`src/rtl/imem_loader_pkg.sv`:
```
`default_nettype none
// ============================================================================
//  Module      : imem_loader_pkg
//  Description : Shared types and constants for the instruction memory loader.
//  Revision    : 1.0 - initial release
// ============================================================================
package imem_loader_pkg;

  // Loader control states
  typedef enum logic [1:0] {
    ST_IDLE  = 2'd0,
    ST_LOAD  = 2'd1,
    ST_DONE  = 2'd2,
    ST_ERROR = 2'd3
  } state_t;

  // Bytes packed into one instruction word
  localparam int WORD_BYTES = 4;

  // 4KB image expressed in 32-bit words
  localparam int DEPTH_WORDS_DEFAULT = 1024;

endpackage
`default_nettype wire

```
`src/rtl/imem_loader_byte_word_packer.sv`:
```
`default_nettype none
// ============================================================================
//  Module      : byte_word_packer
//  Description : Collects a little-endian byte stream into 32-bit words and
//                flags the cycle in which the last lane of a word arrives.
//  Revision    : 1.0 - initial release
// ============================================================================
module byte_word_packer
  import imem_loader_pkg::*;
(
  input  logic        clk,
  input  logic        rst,
  input  logic        clear_i,
  input  logic        accept_i,
  input  logic [7:0]  byte_i,
  output logic [31:0] word_o,
  output logic        word_ready_o
);

  localparam int                 c_LANE_BITS = $clog2(WORD_BYTES);
  localparam logic [c_LANE_BITS-1:0] c_LAST_LANE = c_LANE_BITS'(WORD_BYTES - 1);

  logic [c_LANE_BITS-1:0]       byte_idx_q;
  logic [8*(WORD_BYTES-1)-1:0]  w_lanes;

  // Lane pointer: advances per accepted byte and wraps naturally after the last lane
  always_ff @(posedge clk or posedge rst) begin
    if (rst) begin
      byte_idx_q <= '0;
    end else if (clear_i) begin
      byte_idx_q <= '0;
    end else if (accept_i) begin
      byte_idx_q <= byte_idx_q + 1'b1;
    end
  end

  // Only the lower lanes need storage; the top lane is taken straight from the input
  generate
    for (genvar i = 0; i < WORD_BYTES - 1; i++) begin : g_lane
      logic [7:0] lane_q;

      // Capture the byte when the pointer selects this lane
      always_ff @(posedge clk or posedge rst) begin
        if (rst) begin
          lane_q <= '0;
        end else if (accept_i && !clear_i && (byte_idx_q == c_LANE_BITS'(i))) begin
          lane_q <= byte_i;
        end
      end

      assign w_lanes[8*i +: 8] = lane_q;
    end
  endgenerate

  assign word_o       = {byte_i, w_lanes};
  assign word_ready_o = accept_i && !clear_i && (byte_idx_q == c_LAST_LANE);

endmodule
`default_nettype wire

```
`src/rtl/imem_loader.sv`:
```
`default_nettype none
// ============================================================================
//  Module      : imem_loader
//  Description : Write side of the instruction memory. Packs a firmware byte
//                stream into words, writes them to the RAM port, holds the CPU
//                while loading and keeps a running checksum of written words.
//  Revision    : 1.0 - initial release
// ============================================================================
module imem_loader
  import imem_loader_pkg::*;
#(
  parameter int          DEPTH_WORDS = DEPTH_WORDS_DEFAULT,
  parameter logic [31:0] BASE_ADDR   = 32'h0000_0000,
  parameter int          COUNT_WIDTH = 11
) (
  input  logic                   clk,
  input  logic                   rst,
  input  logic                   loadStart,
  input  logic                   loadAbort,
  input  logic [COUNT_WIDTH-1:0] loadWordCount,
  input  logic                   byteValid,
  input  logic [7:0]             byteData,
  output logic                   byteReady,
  output logic                   memWriteEnable,
  output logic [31:0]            memWriteAddress,
  output logic [31:0]            memWriteData,
  output logic                   cpuHold,
  output logic                   loadBusy,
  output logic                   loadDone,
  output logic                   loadError,
  output logic [31:0]            checksum
);

  localparam logic [COUNT_WIDTH-1:0] c_DEPTH = COUNT_WIDTH'(DEPTH_WORDS);

  state_t                   state_q, state_d;
  logic [COUNT_WIDTH-1:0]   count_q;
  logic [COUNT_WIDTH-1:0]   word_idx_q;
  logic                     wen_q;
  logic [31:0]              waddr_q;
  logic [31:0]              wdata_q;
  logic [31:0]              checksum_q;

  logic                     w_count_ok;
  logic                     w_start_acc;
  logic                     w_abort_acc;
  logic                     w_accept;
  logic                     w_word_ready;
  logic [31:0]              w_word;
  logic                     w_issue;
  logic                     w_final_write;

  assign w_count_ok    = (loadWordCount != '0) && (loadWordCount <= c_DEPTH);
  assign w_start_acc   = loadStart && (state_q != ST_LOAD);
  assign w_abort_acc   = loadAbort && (state_q == ST_LOAD);
  assign w_accept      = byteValid && byteReady;
  // An abort in the same cycle as the completing byte suppresses the write
  assign w_issue       = w_word_ready && (state_q == ST_LOAD) && !loadAbort;
  assign w_final_write = wen_q && (word_idx_q == count_q - 1'b1);

  byte_word_packer u_packer (
    .clk          (clk),
    .rst          (rst),
    .clear_i      (w_start_acc || w_abort_acc),
    .accept_i     (w_accept),
    .byte_i       (byteData),
    .word_o       (w_word),
    .word_ready_o (w_word_ready)
  );

  // State register
  always_ff @(posedge clk or posedge rst) begin
    if (rst) begin
      state_q <= ST_IDLE;
    end else begin
      state_q <= state_d;
    end
  end

  // Next-state and state-decoded status outputs
  always_comb begin
    state_d   = state_q;
    byteReady = 1'b0;
    loadBusy  = 1'b0;
    loadDone  = 1'b0;
    loadError = 1'b0;
    cpuHold   = 1'b0;
    case (state_q)
      ST_IDLE: begin
        if (loadStart) state_d = w_count_ok ? ST_LOAD : ST_ERROR;
      end
      ST_LOAD: begin
        byteReady = 1'b1;
        loadBusy  = 1'b1;
        cpuHold   = 1'b1;
        if (loadAbort)          state_d = ST_ERROR;
        else if (w_final_write) state_d = ST_DONE;
      end
      ST_DONE: begin
        loadDone = 1'b1;
        if (loadStart) state_d = w_count_ok ? ST_LOAD : ST_ERROR;
      end
      ST_ERROR: begin
        loadError = 1'b1;
        cpuHold   = 1'b1;
        if (loadStart) state_d = w_count_ok ? ST_LOAD : ST_ERROR;
      end
      default: state_d = ST_IDLE;
    endcase
  end

  // Write port register: one-cycle strobe with address/data held for that cycle
  always_ff @(posedge clk or posedge rst) begin
    if (rst) begin
      wen_q   <= 1'b0;
      waddr_q <= '0;
      wdata_q <= '0;
    end else begin
      wen_q <= w_issue;
      if (w_issue) begin
        wdata_q <= w_word;
        waddr_q <= BASE_ADDR + (32'(word_idx_q) << 2);
      end
    end
  end

  // Word index, latched count and checksum; a new load restarts all three
  always_ff @(posedge clk or posedge rst) begin
    if (rst) begin
      count_q    <= '0;
      word_idx_q <= '0;
      checksum_q <= '0;
    end else if (w_start_acc) begin
      count_q    <= loadWordCount;
      word_idx_q <= '0;
      checksum_q <= '0;
    end else if (wen_q) begin
      word_idx_q <= word_idx_q + 1'b1;
      checksum_q <= checksum_q + wdata_q;
    end
  end

  assign memWriteEnable  = wen_q;
  assign memWriteAddress = waddr_q;
  assign memWriteData    = wdata_q;
  assign checksum        = checksum_q;

endmodule
`default_nettype wire
```
`config.mk`:
```
export PLATFORM = sky130hd
export DESIGN_NAME = imem_loader
export DESIGN_NICKNAME = d
export VERILOG_FILES = /design/src/rtl/imem_loader_pkg.sv /design/src/rtl/imem_loader_byte_word_packer.sv /design/src/rtl/imem_loader.sv
export SDC_FILE = /design/constraint.sdc
export NUM_CORES = 1
export LEC_CHECK = 0
export BUFFER_PORTS_ARGS = -buffer_cell sky130_fd_sc_hd__buf_2
export CORE_UTILIZATION = 37
export CTS_BUF_LIST = sky130_fd_sc_hd__clkbuf_4 sky130_fd_sc_hd__clkbuf_8
export DETAILED_ROUTE_END_ITERATION = 6
export PLACE_DENSITY_LB_ADDON = 0.08
export SKIP_CTS_REPAIR_TIMING = 1
export SLEW_MARGIN = 25
export SYNTH_ARGS = -nofsm -noshare
export SYNTH_HDL_FRONTEND = slang
export SYNTH_SLANG_ARGS = --single-unit
```
`constraint.sdc`:
```
create_clock -name clk -period 5.9 [get_ports clk]
set_input_delay 0.885 -clock clk [delete_from_list [all_inputs] [get_ports clk]]
set_output_delay 0.885 -clock clk [all_outputs]
set_load 0.005 [all_outputs]
```
After elaboration in Yosys (flattened, before gate mapping)

Index checks and enable logic that the tools add are counted.

$add $sub $neg: 4
Multiply operators: 0
Divide/modulo/power cells: 0
$lt $le $gt $ge: 1
Eq/ne operators: 10
Shifts and indexed selects: 0
Mux-type cells: 15
Bitwise logic cells: 0
Reduce and logical (&&, ||, !) cells: 23

Operators by type and width:

| operator              | count |
|---|---|
| $mux 32               | 2 |
| $add 32x32->32        | 1 |
| $mux 11               | 2 |
| $logic_and 1x1->1     | 12 |
| $mux 2                | 6 |
| $add 11x1->11 const B | 1 |
| $eq 11x11->1          | 1 |
| $le 11x11->1 const B  | 1 |
| $reduce_bool 11->1    | 1 |
| $sub 11x1->11 const B | 1 |
| $eq 2x2->1 const B    | 4 |
| $eq 2x1->1 const B    | 2 |
| $logic_not 2->1       | 2 |
| $mux 1                | 4 |
| $ne 2x1->1 const B    | 2 |
| $pmux 2 s2            | 1 |
| $reduce_bool 2->1     | 2 |
| $ne 3x3->1 const B    | 1 |
| $reduce_or 3->1       | 1 |
| $add 2x1->2 const B   | 1 |
| $logic_not 1->1       | 2 |
| $reduce_and 2->1      | 1 |
| $reduce_or 2->1       | 1 |
| $logic_or 1x1->1      | 1 |

Register bits after elaboration: 126
Latch bits: 0
Memory bits (writable): 0
ROM bits: 0
Output and inout port bits: 102
Word-level logic and storage cells: 64
Memories kept: 0

Depth between registers and ports, before layout

Gate-level depths: netlist of run 1.

Depth in word-level cells: 8
Mapped depth: 11

Hierarchy

From an unflattened synthesis of run 1, not the netlist that was laid out.

Cells, all modules: 692
Area total of the unflattened synthesis: 7272.0 um^2

By module, submodules not included:

| module           | times used | cells an instance | area each (um^2) | sequential area each (um^2) |
|---|---|---|---|---|
| imem_loader      | 1          | 618               | 6118.4           | 2502.4 |
| byte_word_packer | 1          | 74                | 1153.6           | 650.6 |

Least setup slack after synthesis of run 1

Ideal clock, no wire load.

Path type: register -> register
Start point: reg wdata_q[10], in the netlist memWriteData[10]
End point: reg checksum_q[28], in the netlist checksum[28]
Arrival time: 2.514 ns
Setup slack: 3.305 ns
Cell stages (with the launch flop): 10
Clock period less this slack: 2.595 ns
Cell sequence: dfrtp_1 ha_1 and3_1 a22o_1 or3_1 o22ai_2 o2111ai_1 a31o_2 a311o_1 a31oi_1

Cells in the longest elaborated chain, start to end: 3

RTL lines:

| element                  | line               | source |
|---|---|---|
| start: declaration       | imem_loader.sv:41  | `logic [31:0] wdata_q;` |
| start signal: assignment | imem_loader.sv:121 | `wdata_q <= w_word;` |
| $add 32x32->32           | imem_loader.sv:139 | `checksum_q <= checksum_q + wdata_q;` |
| $mux 32                  | imem_loader.sv:137 | `end else if (wen_q) begin` |
| $mux 32                  | imem_loader.sv:133 | `end else if (w_start_acc) begin` |
| end signal: assignment   | imem_loader.sv:139 |  |
| end: declaration         | imem_loader.sv:42  | `logic [31:0] checksum_q;` |

Every way passes these cells. The select of a mux whose other input is x is not followed.
A chain may end at the register's enable or synchronous reset.

Worst setup path in the final report of run 1

Start point: reg wen_q, in the netlist memWriteEnable
End point: reg word_idx_q[7]

Cells in the longest elaborated chain, start to end: 1

RTL lines:

| element                     | line               | source |
|---|---|---|
| start: declaration          | imem_loader.sv:39  | `logic wen_q;` |
| start signal: assignment    | imem_loader.sv:119 | `wen_q <= w_issue;` |
| $reduce_bool 2->1 (no line) | -                  |  |
| end signal: assignment      | imem_loader.sv:138 | `word_idx_q <= word_idx_q + 1'b1;` |
| end: declaration            | imem_loader.sv:38  | `logic [COUNT_WIDTH-1:0] word_idx_q;` |

Every way passes these cells.

==> metrics.cfg, run 1 <==
[clock_tree]
clk_pin_slew_ns = 0.08
cts_made_buffers = 17
cts.sinks = 126
h-tree-depth = 4
clockBufferDepth = 2
cts_tree = yes
clk_latency_ns = 0.45
cts_root_buf = clkbuf_8

[route]
dr.pass1.iters = 4
wl_per_cell_um = 17.65
drt_iter0_drc = 347
drtAntennaViolNets = 0
num_vias = 5623
route.detailed.drc = 0
drt-vias-per-instance = 5.197
wl_um = 19100

[synth]
syn-cell-area_mm2 = 0.007268
ys_ff_latch = 126
synth_xor_area_share_pct = 4.820
ys.flop_type = dfrtp_1
yosysWarnings = 0
synth_top_family_by_area = simple AND/OR/NAND/NOR gates
synth.avg_cell_area_um2 = 10.21
synth-simple-area-share_pct = 13.65
synth_compound_area_share_pct = 13.58
synth_edf_count = 0
synth_cells = 712
async_reset_ff_share_pct = 100.0
yosysSeqAreaShare_pct = 43.38
synthAdderAreaFrac_pct = 6.645
ys_types = 66
muxShareOfSynthArea_pct = 12.45

[global_route]
grt_start_max_net_pins = 68
grt_pass1_wl_um = 29860
first_global_vias = 5513
overflow = 0
track_usage_pct = 19.69
antenna_found_initial = 0

[pwr]
power.density_mw_per_mm2 = 268.3
p_clk_share_pct = 39.6
p_switching_mw = 0.6181
ir_drop_mv = 0.1488
leakage_nw = 4.399
power_mw = 2.250
p_sw_share_pct = 27.47
pwr-share-comb_pct = 14.2
intPower_mw = 1.632
power_frac_seq_pct = 46.2

[sta]
drv_slew = 0
tns_ns = 0
relSlewSlack_pct = 32.40
tightest_slew_ns = 1.014
rsz0062_at_grt = no
period_minus_slack_ns = 3.142
finalHoldViolations = 0
skew_ns = 0.01527
setup_ws_ns = 2.758
fin_crit_sh_pct = 53.25
setup_viol = 0
max_freq_mhz = 318.3

[setup_path]
cp_top_family = flip-flops
cpMaxStageDelayCell = dfrtp_2
cp-start-kind = flop
path_max_fanout = 45
cp-end-kind = flop
crit_buf_inv = 1
cp-startpoint = memWriteEnable$_DFF_PP0_
path_cells = clkinv_1 > or3_1 > or3_1 > a21oi_1
crit_arrival_ns = 3.50
reg2reg_from = memWriteEnable$_DFF_PP0_
crit_required_ns = 6.26
critPathKind = flop to flop
crit_top_cell = or3_1
cpPeakStageDelay_ns = 1.04

[placement]
placed_area_mm2 = 0.007916
globalplace.congestion = 0.8938
port_buffers = 104
hpwlAfterDp_um = 14060
dp_slack_ns = 2.778

[min_path]
hold_class = flop to flop
hold_start = u_packer.g_lane[0].lane_q[1]$_DFFE_PP0P_

[layout]
final_common_cell = dfrtp_1
syn2layout_area_growth_pct = 15.41
fin_nets = 871
layout_common_cells = dfrtp_1 (125), buf_2 (104), nand2_1 (76)
final_design_area_no_fill_mm2 = 0.008388
num_antenna_cells = 0
drive_gt1_share_pct = 26.64
final_core_util_pct = 44.25
fillers = 1888

[die]
rows = 50
die_w_um = 142.2
io_pins = 126
start_util_pct = 38.34
core_mm2 = 0.01896
die_area_mm2 = 0.02021
dieHeight_um = 142.2

[run_status]
status = finished clean

[run]
cap_violations = 0

[path summary, 6_finish.rpt]
path                                                  endpoint  slack, ns  depth (start not counted)
min in group asynchronous       memWriteAddress[5]$_DFFE_PP0P_       0.56                          2
worst max-delay path                 word_idx_q[7]$_DFFE_PP0P_       2.76                          4
max in group asynchronous             memWriteEnable$_DFF_PP0_       3.93                          3
worst max register to register       word_idx_q[7]$_DFFE_PP0P_       2.76                          4
worst min-delay path               memWriteData[1]$_DFFE_PP0P_       0.49                          2
worst min register to register     memWriteData[1]$_DFFE_PP0P_       0.49                          2
[metal layers]
metal  GRT usage, %  wire length (µm)  share of wire, %
met1          26.09              8912                47
met2          31.91              9060                47
met3          4.441               896               4.7
met4          6.055               229               1.2
met5              0                 0                 0
[cells in the mapped netlist (all sizes together), types with 18 or more instances]
cell type,count,area (µm²)
dfrtp,126,3153
nand2,77,289.0
mux2,67,754.5
nor2,45,168.9
a21oi,41,205.2
ha,37,462.9
o21ai,32,160.2
buf,30,212.7
inv,24,90.09
xnor2,22,192.7
a21o,20,152.7
clkbuf,18,87.59
nand3,18,90.09
xor2,18,157.7
[metrics by stage]
| step | cells | hold WS (ns) |
|---|---|---|
| after floorplan | 732 | 0.4444 |
| after global placement | 1050 | 0.4763 |
| after detailed placement | 1050 | 0.4873 |
| after CTS | 1082 | 0.4973 |
| after global routing | 1082 | 0.5222 |
| final | 1082 | 0.4940 |
[kinds of logic (layout without fill, tap and decap cells)]
| group | count (synthesis) | count (layout) |
|---|---|---|
| AND/OR/NAND/NOR | 203 | 203 |
| multiplexers | 82 | 82 |
| buffers and inverters | 73 | 163 |
| XOR/XNOR | 40 | 40 |
| flip-flops | 126 | 126 |
| other | 1 | 21 |
| AO/OA/AOI/OAI | 149 | 149 |
| adder cells (fa/ha/maj) | 38 | 38 |
[worst min-delay path, stage by stage (launching register included)]
cell	delay (ns)
dfrtp_1	0.35
nand2_1	0.05
o21ai_0	0.06
[flip-flops by register name (all words and copies together) (netlist names)]
signal                  cells
u_packer.g_lane.lane_q     24
memWriteEnable              1
count_q                    11
memWriteAddress            11
checksum                   32
u_packer.byte_idx_q         2
word_idx_q                 11
memWriteData               32
state_q                     2
[power groups by stage]
| stage | Combinational, mW | Clock [mW] | Sequential, mW |
|---|---|---|---|
| after CTS | 0.326 | 0.920 | 1.04 |
| after global placement | 0.316 | 0 | 1.05 |
| after floorplan | 0.262 | 0 | 1.03 |
| after detailed placement | 0.324 | 0 | 1.06 |
| after global routing | 0.362 | 0.953 | 1.05 |
| final | 0.320 | 0.892 | 1.04 |
[area by class of cell]
type | count | area (µm²) | share of cell area [%]
Clock buffer | 19 | 261.5 | 3.118
Clock inverter | 13 | 210.2 | 2.506
Inverter | 25 | 96.34 | 1.149
Multi-Input combinational cell | 533 | 3805 | 45.36
Sequential cell | 126 | 3154 | 37.60
Tap cell | 260 | 325.3 | 3.878
Timing Repair Buffer | 106 | 535.5 | 6.384
(Power assumes the default switching activity.)
==> run 2: changes to the inputs <==
- clock period: 5.9 -> 2.9 ns (I/O delays scaled with it)
==> metrics.cfg, run 2 (synthesized netlist as in run 1, its figures left out) <==
[run_status]
status = finished clean  ; unchanged

[setup_path]
cp_top_family = simple AND/OR/NAND/NOR gates  ; was flip-flops
cp-start-kind = flop  ; unchanged
crit_arrival_ns = 3.15  ; was 3.50 ns
ff2ff_path_depth = 9  ; was 4
r2r_setup_slack_ns = 0.12  ; was 2.76 ns
crit_buf_inv = 1  ; unchanged
cp-end-kind = flop  ; unchanged
path_max_fanout = 8  ; was 45
crit_required_ns = 3.28  ; was 6.26 ns
reg2reg_from = memWriteData[17]$_DFFE_PP0P_  ; was memWriteEnable$_DFF_PP0_
path_cells = ha_4 > nand4_1 > nor3_4 > buf_6 > a2111oi_4 > a2111o_1 > nor4b_4 > or4_1 > a21oi_1  ; was clkinv_1 > or3_1 > or3_1 > a21oi_1
cpPeakStageDelay_ns = 0.51  ; was 1.04 ns
cpMaxStageDelayCell = or4_1  ; was dfrtp_2
r2r-end = checksum[31]$_DFFE_PP0P_  ; was word_idx_q[7]$_DFFE_PP0P_
critPathKind = flop to flop  ; unchanged

[pwr]
intPower_mw = 3.262  ; was 1.632 mW
p_clk_share_pct = 38.5  ; was 39.6%
p_switching_mw = 1.268  ; was 0.6181 mW
power.density_mw_per_mm2 = 518.1  ; was 268.3 mW/mm²
pwr-share-comb_pct = 14.9  ; was 14.2%
ir_drop_mv = 0.2775  ; was 0.1488 mV
p_sw_share_pct = 27.99  ; was 27.47%
power_frac_seq_pct = 46.6  ; was 46.2%
leakage_nw = 4.535  ; was 4.399 nW

[die]
start_util_pct = 38.34  ; unchanged
io_pins = 126  ; unchanged
core_mm2 = 0.01896  ; unchanged
rows = 50  ; unchanged
die_w_um = 142.2  ; unchanged
die_area_mm2 = 0.02021  ; unchanged
dieHeight_um = 142.2  ; unchanged

[run]
cap_violations = 0  ; unchanged

[layout]
final_common_cell = dfrtp_1  ; unchanged
fin_nets = 901  ; was 871
final_core_util_pct = 46.13  ; was 44.25%
multi_input_area_mm2 = 0.003909  ; was 0.003805 mm²
layout_common_cells = dfrtp_1 (123), buf_2 (104), nand2_1 (76)  ; was dfrtp_1 (125), buf_2 (104), nand2_1 (76)
num_antenna_cells = 0  ; unchanged
drive_gt1_share_pct = 31.22  ; was 26.64%
syn2layout_area_growth_pct = 20.30  ; was 15.41%
fillers = 1860  ; was 1,888
seq_area_mm2 = 0.003157  ; was 0.003154 mm²

[sta]
skew_ns = 0.01032  ; was 0.01527 ns
max_freq_mhz = 360.0  ; was 318.3 MHz
tightest_slew_ns = 0.8247  ; was 1.014 ns
tns_ns = 0  ; unchanged
fin_crit_sh_pct = 95.79  ; was 53.25%
finalHoldViolations = 0  ; unchanged
rsz0062_at_grt = yes  ; was no
relSlewSlack_pct = 44.89  ; was 32.40%
period_minus_slack_ns = 2.778  ; was 3.142 ns
setup_viol = 0  ; unchanged
drv_slew = 0  ; unchanged
hold_ws_ns = 0.03968  ; was 0.4940 ns

[clock_tree]
clockBufferDepth = 2  ; unchanged
cts.sinks = 126  ; unchanged
cts_made_buffers = 17  ; unchanged
clk_latency_ns = 0.44  ; was 0.45 ns
cts_root_buf = clkbuf_8  ; unchanged
h-tree-depth = 4  ; unchanged
clk_pin_slew_ns = 0.08  ; about the same
cts_tree = yes  ; unchanged

[placement]
hpwlAfterDp_um = 14830  ; was 14,060 µm
port_buffers = 104  ; unchanged
globalplace.congestion = 0.8576  ; was 0.8938

[global_route]
first_global_vias = 5761  ; was 5,513
grt_pass1_wl_um = 31840  ; was 29,860 µm
track_usage_pct = 20.85  ; was 19.69%
grt_start_max_net_pins = 60  ; was 68
overflow = 0  ; unchanged
antenna_found_initial = 0  ; unchanged

[route]
num_vias = 5770  ; was 5,623
dr.pass1.iters = 4  ; unchanged
wl_um = 19940  ; was 19,100 µm
drt_iter0_drc = 312  ; was 347
wl_per_cell_um = 17.93  ; was 17.65 µm
route.detailed.drc = 0  ; unchanged
drtAntennaViolNets = 0  ; unchanged
drt-vias-per-instance = 5.189  ; was 5.197

[min_path]
hold_class = input pin to async pin  ; was flop to flop

run 2: area by class of cell:
type	count	share of cell area, %
inverters	25	1.116
clock inverters	12	2.104
flip-flops and latches	126	36.10
well taps	260	3.721
multi-input cells	533	44.71
repair buffers	136	9.173
clock buffers	20	3.077
run 2: through the flow:
| step | power (mW) | cell area, µm² | cells | worst slack, ns |
|---|---|---|---|---|
| 2_1_floorplan | 2.622 | 7347 | 732 | 0.3046 |
| 3_5_place_dp | 2.826 | 8108 | 1071 | -0.02870 |
| 3_3_place_gp | 2.798 | 8108 | 1071 | 0.04300 |
| 4_1_cts | 4.590 | 8561 | 1103 | -0.05677 |
| 6_report | 4.530 | 8743 | 1112 | 0.1220 |
| 5_1_grt | 4.769 | 8743 | 1112 | -0.009697 |
run 2: power by group through the flow:
stage                     clock [mW]  combinational (mW)  sequential, mW
after CTS                       1.80               0.683            2.11
after floorplan                    0               0.534            2.09
after global routing            1.87               0.768            2.13
after detailed placement           0               0.681            2.15
final                           1.74               0.676            2.11
after global placement             0               0.661            2.14
run 2: worst register-to-register path: cells and delay by family (launching register included):
kind,cells,cell delay [ns]
adders and majority gates,1,0.32
DFF,1,0.42
AOI/OAI and AO/OA,3,0.70
and+or+nand+nor,4,1.13
buffers and inverters,1,0.13
run 2: worst max path at each step:
stage                            startpoint                        to  slack [ns]  depth (start not counted)
2_1_floorplan  memWriteData[10]$_DFFE_PP0P_  checksum[28]$_DFFE_PP0P_        0.30                          9
3_3_place_gp        checksum[0]$_DFFE_PP0P_  checksum[30]$_DFFE_PP0P_        0.04                         12
3_5_place_dp        checksum[0]$_DFFE_PP0P_  checksum[30]$_DFFE_PP0P_       -0.03                         12
4_1_cts             checksum[0]$_DFFE_PP0P_  checksum[30]$_DFFE_PP0P_       -0.06                         12
5_1_grt         memWriteData[2]$_DFFE_PP0P_  checksum[31]$_DFFE_PP0P_       -0.01                          9
6_report       memWriteData[17]$_DFFE_PP0P_  checksum[31]$_DFFE_PP0P_        0.12                          9
run 2: metal layers:
layer / global-route usage [%] / vias to the layer above / routed length [µm]
li1: - / 2761 / -
met1: 27.48 / 2849 / 9180
met2: 34.37 / 148 / 9651
met3: 4.677 / 12 / 921
met4: 5.603 / 0 / 184
met5: 0 / - / 0
